`config.mk`:
```
export PLATFORM = sky130hd
export DESIGN_NAME = button_arbiter_flat
export DESIGN_NICKNAME = d
export VERILOG_FILES = /design/src/rtl/button_arbiter_pkg.sv /design/src/rtl/button_arbiter_if.sv /design/src/rtl/button_arbiter_rr_pick.sv /design/src/rtl/button_arbiter.sv /design/src/flat_wrapper.sv
export SDC_FILE = /design/constraint.sdc
export NUM_CORES = 1
export LEC_CHECK = 0
export CAP_MARGIN = 20
export CELL_PAD_IN_SITES_DETAIL_PLACEMENT = 1
export CELL_PAD_IN_SITES_GLOBAL_PLACEMENT = 1
export CORE_AREA = 5 5 54 56
export CTS_BUF_LIST = sky130_fd_sc_hd__clkbuf_4 sky130_fd_sc_hd__clkbuf_8
export DETAILED_ROUTE_END_ITERATION = 10
export DIE_AREA = 0 0 59 61
export PLACE_DENSITY = 0.84
export SYNTH_ARGS = -nofsm -noshare
export SYNTH_HDL_FRONTEND = slang
export SYNTH_HIERARCHICAL = 1
export SYNTH_SLANG_ARGS = --single-unit
export TNS_END_PERCENT = 10
```
`constraint.sdc`:
```
create_clock -name clock -period 3.62 [get_ports clock]
set_input_delay 0.905 -clock clock [delete_from_list [all_inputs] [get_ports clock]]
set_output_delay 0.905 -clock clock [all_outputs]
set_load 0.02 [all_outputs]
```
`src/rtl/button_arbiter_pkg.sv`:
```
// Shared sizing constants and FSM encoding for the button press arbiter.
package button_arbiter_pkg;

  localparam int NUM_BUTTONS = 4;
  localparam int IDX_BITS    = 2;
  localparam int DROP_BITS   = 8;

  typedef enum logic {
    S_IDLE  = 1'b0,
    S_OFFER = 1'b1
  } arb_state_e;

endpackage

```
`src/rtl/button_arbiter_if.sv`:
```
// Press/event bundle between the debouncer side, the arbiter and the event consumer.
interface button_arbiter_if #(
  parameter int NUM_BUTTONS = button_arbiter_pkg::NUM_BUTTONS,
  parameter int IDX_BITS    = button_arbiter_pkg::IDX_BITS,
  parameter int DROP_BITS   = button_arbiter_pkg::DROP_BITS
);

  logic [NUM_BUTTONS-1:0] rise;
  logic                   evt_ready;
  logic                   evt_valid;
  logic [IDX_BITS-1:0]    evt_id;
  logic [NUM_BUTTONS-1:0] pending;
  logic                   overflow;
  logic [DROP_BITS-1:0]   drop_count;

  modport master (
    output rise, evt_ready,
    input  evt_valid, evt_id, pending, overflow, drop_count
  );

  modport slave (
    input  rise, evt_ready,
    output evt_valid, evt_id, pending, overflow, drop_count
  );

endinterface

```
`src/rtl/button_arbiter_rr_pick.sv`:
```
// Round-robin search: first set request starting one past the last grant, wrapping.
module rr_pick #(
  parameter int NUM_BUTTONS = button_arbiter_pkg::NUM_BUTTONS,
  parameter int IDX_BITS    = button_arbiter_pkg::IDX_BITS
) (
  input  logic [NUM_BUTTONS-1:0] req_i,
  input  logic [IDX_BITS-1:0]    last_grant_i,
  output logic                   found_o,
  output logic [IDX_BITS-1:0]    idx_o
);

  logic [IDX_BITS-1:0] cand;

  always_comb begin
    found_o = 1'b0;
    idx_o   = '0;
    cand    = '0;
    for (int k = 1; k <= NUM_BUTTONS; k++) begin
      cand = IDX_BITS'((int'(last_grant_i) + k) % NUM_BUTTONS);
      if (!found_o && req_i[cand]) begin
        found_o = 1'b1;
        idx_o   = cand;
      end
    end
  end

endmodule

```
`src/rtl/button_arbiter.sv`:
```
// Collects button presses into a pending set and offers them one at a time, round-robin,
// over a valid/ready handshake; a press landing on an already-pending button is dropped and counted.
module button_arbiter #(
  parameter int NUM_BUTTONS = button_arbiter_pkg::NUM_BUTTONS,
  parameter int IDX_BITS    = button_arbiter_pkg::IDX_BITS,
  parameter int DROP_BITS   = button_arbiter_pkg::DROP_BITS
) (
  input  logic            clock,
  input  logic            reset,
  button_arbiter_if.slave bus
);

  import button_arbiter_pkg::*;

  arb_state_e             state_q;
  logic [IDX_BITS-1:0]    evt_id_q;
  logic [IDX_BITS-1:0]    last_grant_q;
  logic [NUM_BUTTONS-1:0] pending_q, pending_d;
  logic                   overflow_q, overflow_d;
  logic [DROP_BITS-1:0]   drop_count_q, drop_count_d;

  logic                   found;
  logic [IDX_BITS-1:0]    win;
  logic                   load;
  logic [NUM_BUTTONS-1:0] clr;
  logic [NUM_BUTTONS-1:0] dropped;

  rr_pick #(
    .NUM_BUTTONS (NUM_BUTTONS),
    .IDX_BITS    (IDX_BITS)
  ) u_pick (
    .req_i        (pending_q),
    .last_grant_i (last_grant_q),
    .found_o      (found),
    .idx_o        (win)
  );

  // A new winner is taken whenever the output slot is empty or being consumed.
  assign load = found && ((state_q == S_IDLE) || bus.evt_ready);
  assign clr  = load ? (NUM_BUTTONS'(1) << win) : '0;

  // Set beats clear, so only presses on bits that stay pending count as drops.
  assign dropped      = bus.rise & pending_q & ~clr;
  assign pending_d    = (pending_q & ~clr) | bus.rise;
  assign overflow_d   = |dropped;
  assign drop_count_d = (overflow_d && (drop_count_q != '1)) ? drop_count_q + DROP_BITS'(1)
                                                             : drop_count_q;

  always_ff @(posedge clock) begin
    if (reset) begin
      state_q      <= S_IDLE;
      evt_id_q     <= '0;
      last_grant_q <= IDX_BITS'(NUM_BUTTONS - 1);
      pending_q    <= '0;
      overflow_q   <= 1'b0;
      drop_count_q <= '0;
    end else begin
      pending_q    <= pending_d;
      overflow_q   <= overflow_d;
      drop_count_q <= drop_count_d;
      case (state_q)
        S_IDLE: begin
          if (found) begin
            state_q      <= S_OFFER;
            evt_id_q     <= win;
            last_grant_q <= win;
          end
        end
        S_OFFER: begin
          if (bus.evt_ready) begin
            if (found) begin
              evt_id_q     <= win;
              last_grant_q <= win;
            end else begin
              state_q <= S_IDLE;
            end
          end
        end
        default: state_q <= S_IDLE;
      endcase
    end
  end

  assign bus.evt_valid  = (state_q == S_OFFER);
  assign bus.evt_id     = evt_id_q;
  assign bus.pending    = pending_q;
  assign bus.overflow   = overflow_q;
  assign bus.drop_count = drop_count_q;

endmodule
```
`src/flat_wrapper.sv`:
```
// flat-port wrapper written by rule: the top's interface ports become plain ports
module button_arbiter_flat import button_arbiter_pkg::*;
#(
  parameter int NUM_BUTTONS = button_arbiter_pkg::NUM_BUTTONS,
  parameter int IDX_BITS    = button_arbiter_pkg::IDX_BITS,
  parameter int DROP_BITS   = button_arbiter_pkg::DROP_BITS
)
  (clock, reset, bus_rise, bus_evt_ready, bus_evt_valid, bus_evt_id, bus_pending, bus_overflow, bus_drop_count);
  button_arbiter_if #(.NUM_BUTTONS(NUM_BUTTONS), .IDX_BITS(IDX_BITS), .DROP_BITS(DROP_BITS)) bus_i ();
  input  logic clock;
  input  logic reset;
  input wire logic [$bits(bus_i.rise)-1:0] bus_rise;
  input wire logic [$bits(bus_i.evt_ready)-1:0] bus_evt_ready;
  output wire logic [$bits(bus_i.evt_valid)-1:0] bus_evt_valid;
  output wire logic [$bits(bus_i.evt_id)-1:0] bus_evt_id;
  output wire logic [$bits(bus_i.pending)-1:0] bus_pending;
  output wire logic [$bits(bus_i.overflow)-1:0] bus_overflow;
  output wire logic [$bits(bus_i.drop_count)-1:0] bus_drop_count;
  assign bus_i.rise = bus_rise;
  assign bus_i.evt_ready = bus_evt_ready;
  assign bus_evt_valid = bus_i.evt_valid;
  assign bus_evt_id = bus_i.evt_id;
  assign bus_pending = bus_i.pending;
  assign bus_overflow = bus_i.overflow;
  assign bus_drop_count = bus_i.drop_count;
  button_arbiter #(.NUM_BUTTONS(NUM_BUTTONS), .IDX_BITS(IDX_BITS), .DROP_BITS(DROP_BITS)) u_core (.clock(clock), .reset(reset), .bus(bus_i));
endmodule
```
==> flow_summary.ini <==
[timing]
finalSetupViolCount = 0
tns_ps = 0
period_share_pct = 71.4
max-slew-margin-rel_pct = 60.9
worst_pin_slew_ps = 585
rsz0062_at_grt = no
slew_violations = 0
fin_skew_ps = 5.59
finalHoldViolations = 0
post-route-min-period_ps = 2580
fmax_ghz = 0.387
hold_ws_ps = 471

[floorplanning]
fp.coreArea_um2 = 2390
start_util_pct = 36.8
rows = 18
die_y_um = 61
io_pins = 23
die_x_um = 59
dieArea_um2 = 3600

[worst_setup_path]
rr_worst_depth = 8
cp-end-kind = register
r2r_slack_ps = 1230
critical_path_arrival_ps = 2750
worstPathRequired_ps = 3790
cp_max_fo = 12
start_kind = input port
worstSetupPathType = in -> reg
rr_endpoint = u_core/bus.drop_count[1]
r2r_start = u_core/bus.pending[0]

[cells_and_area]
final_common_cell = clkdlybuf4s50_1
fill_cells = 304
drive_above_1_share_pct = 10.2
area_growth_pct = 29.8
layout_common_cells = 22 x clkdlybuf4s50_1, 18 x dfxtp_1, 13 x a21oi_1, 13 x nor2_1, 11 x nand2_1
antenna_cells = 0
nets = 137

[synthesis]
yosysSeqAreaShare_pct = 41.0
synth_cell_types = 34
synth_nets = 113
ys_seq_elements = 18
ys.flop_type = dfxtp_1
synth-edff-count = 0
syn_inst = 105
synth-async-reset-ratio_pct = 0
syn_area_um2 = 878
yosys_warnings = 6
yosys.area.top_type = dfxtp_1
netlist.area_leader.share_pct = 41.0
synthTopCellsByArea = dfxtp_1 41%, a21oi_1 7.4%, nor2_1 5.6%
syn_avg_cell_area_um2 = 8.37

[route]
vias = 838
via_per_inst = 5.34
first_iter_violations = 15
drc_errors = 0
wl_per_cell_um = 14.4
wirelength_um = 2260
drt-pass1-iter-count = 3
ant_nets = 0

[placed_design]
portBuffers = 22
gp_congestion = 0.739
hpwlAfterDp_um = 1750

[clock_tree]
cts_num_sinks = 18
clock_latency_ps = 290
cts_setup_buffers = 0
cts_buffers = 3
cts_resized = 0
cts_buffer_depth = 2
cts_tree = built
clkTransAtPathRegs_ps = 100
h-tree-depth = 1
cts-root-buf = clkbuf_4
postCtsHoldBufs = 0

[hold_path]
hold_path.class = reg -> reg
hold_path_end = u_core/bus.evt_id[0]
holdCritStartpoint = u_core/bus.evt_id[0]
whs_path_depth = 2

[global_routing]
grt_pass1_wl_um = 3770
first_global_vias = 867
grt_overflow = 0
antenna_found_initial = 0
grt_use_total_pct = 13.5
grt_max_degree = 17

[run_status]
status = finished, final reports clean

[pwr]
peakVddDrop_v = 0.000230
leakage_nw = 0.432
power.density_nw_per_um2 = 410

[job]
maxCapViolCount = 0
## power by group
group	total [W]	switching, W	internal (W)
Clock	0.0000957	0.0000570	0.0000386
Combinational	0.000136	0.0000751	0.0000607
Sequential	0.000236	0.0000212	0.000215
Total	0.000467	0.000153	0.000314
## per-stage QoR
step | power [W] | utilization [%] | worst slack, ps | cell area, um2 | instances
final | 0.000467 | 47.7 | 1040 | 1140 | 157
after global routing | 0.000499 | 47.7 | 879 | 1140 | 157
after CTS | 0.000474 | 47.7 | 1030 | 1140 | 157
after detailed placement | 0.000377 | 46.8 | 709 | 1120 | 154
after global placement | 0.000370 | 46.8 | 798 | 1120 | 154
after floorplan | 0.000326 | - | 1470 | 878 | 105
## cells by family after synthesis
kind of cell | Yosys count | share of synthesized area (%)
adders and majority gates | 1 | 1.42
DFF | 18 | 41.0
buffers and inverters | 9 | 4.70
muxes | 2 | 2.28
xor gates and xnor gates | 1 | 0.997
AOI/OAI and AO/OA | 29 | 23.5
and+or+nand+nor | 45 | 26.1
## Yosys cell counts, types with 2 or more instances
cell type and count:
nand2b_1 3, a21oi_1 13, nand3_1 5, clkbuf_1 2
o21ai_0 4, nor2_1 13, or3_1 3, o21a_1 2
dfxtp_1 18, mux2i_1 2, nand2_1 11, inv_1 6
nor3_1 2
## flip-flops by register name, indices dropped and copies added (netlist names)
name and flops:
u_core/bus.evt_valid 1, u_core/bus.overflow 1, u_core/bus.evt_id 2, u_core/last_grant_q 2, u_core/bus.pending 4, u_core/bus.drop_count 8
## critical path, cell delays in order
cell,delay (ps)
clkdlybuf4s50_1,460
nand2b_4,150
nand2_1,150
o31a_1,340
o22ai_2,450
mux2i_1,260
nor2_1,50
## layout make-up
class / count / area [um2] / area share, %
clock buffer: 3 / 22.5 / 1.98
inverter: 6 / 22.5 / 1.98
multi-input combinational: 78 / 477 / 41.8
sequential: 18 / 360 / 31.6
tap: 30 / 37.5 / 3.29
timing repair buffer: 22 / 220 / 19.3
## routing by layer
layer	track usage [%]	wire length, um	up-vias
met1	16.1	992	397
met2	24.3	1140	20
li1	-	-	419
met3	2.98	102	2
met4	3.88	22	0
met5	0	0	-
## worst max path at each step
stage | cells past startpoint | endpoint | from
3_3_place_gp | 7 | u_core/bus.drop_count[1] | bus_evt_ready
6_report | 7 | u_core/bus.drop_count[1] | bus_evt_ready
4_1_cts | 7 | u_core/bus.drop_count[1] | bus_evt_ready
2_1_floorplan | 7 | u_core/bus.drop_count[1] | bus_evt_ready
5_1_grt | 7 | u_core/bus.drop_count[3] | bus_evt_ready
3_5_place_dp | 7 | u_core/bus.drop_count[1] | bus_evt_ready
Note: power is estimated with default switching activity, not from simulation.
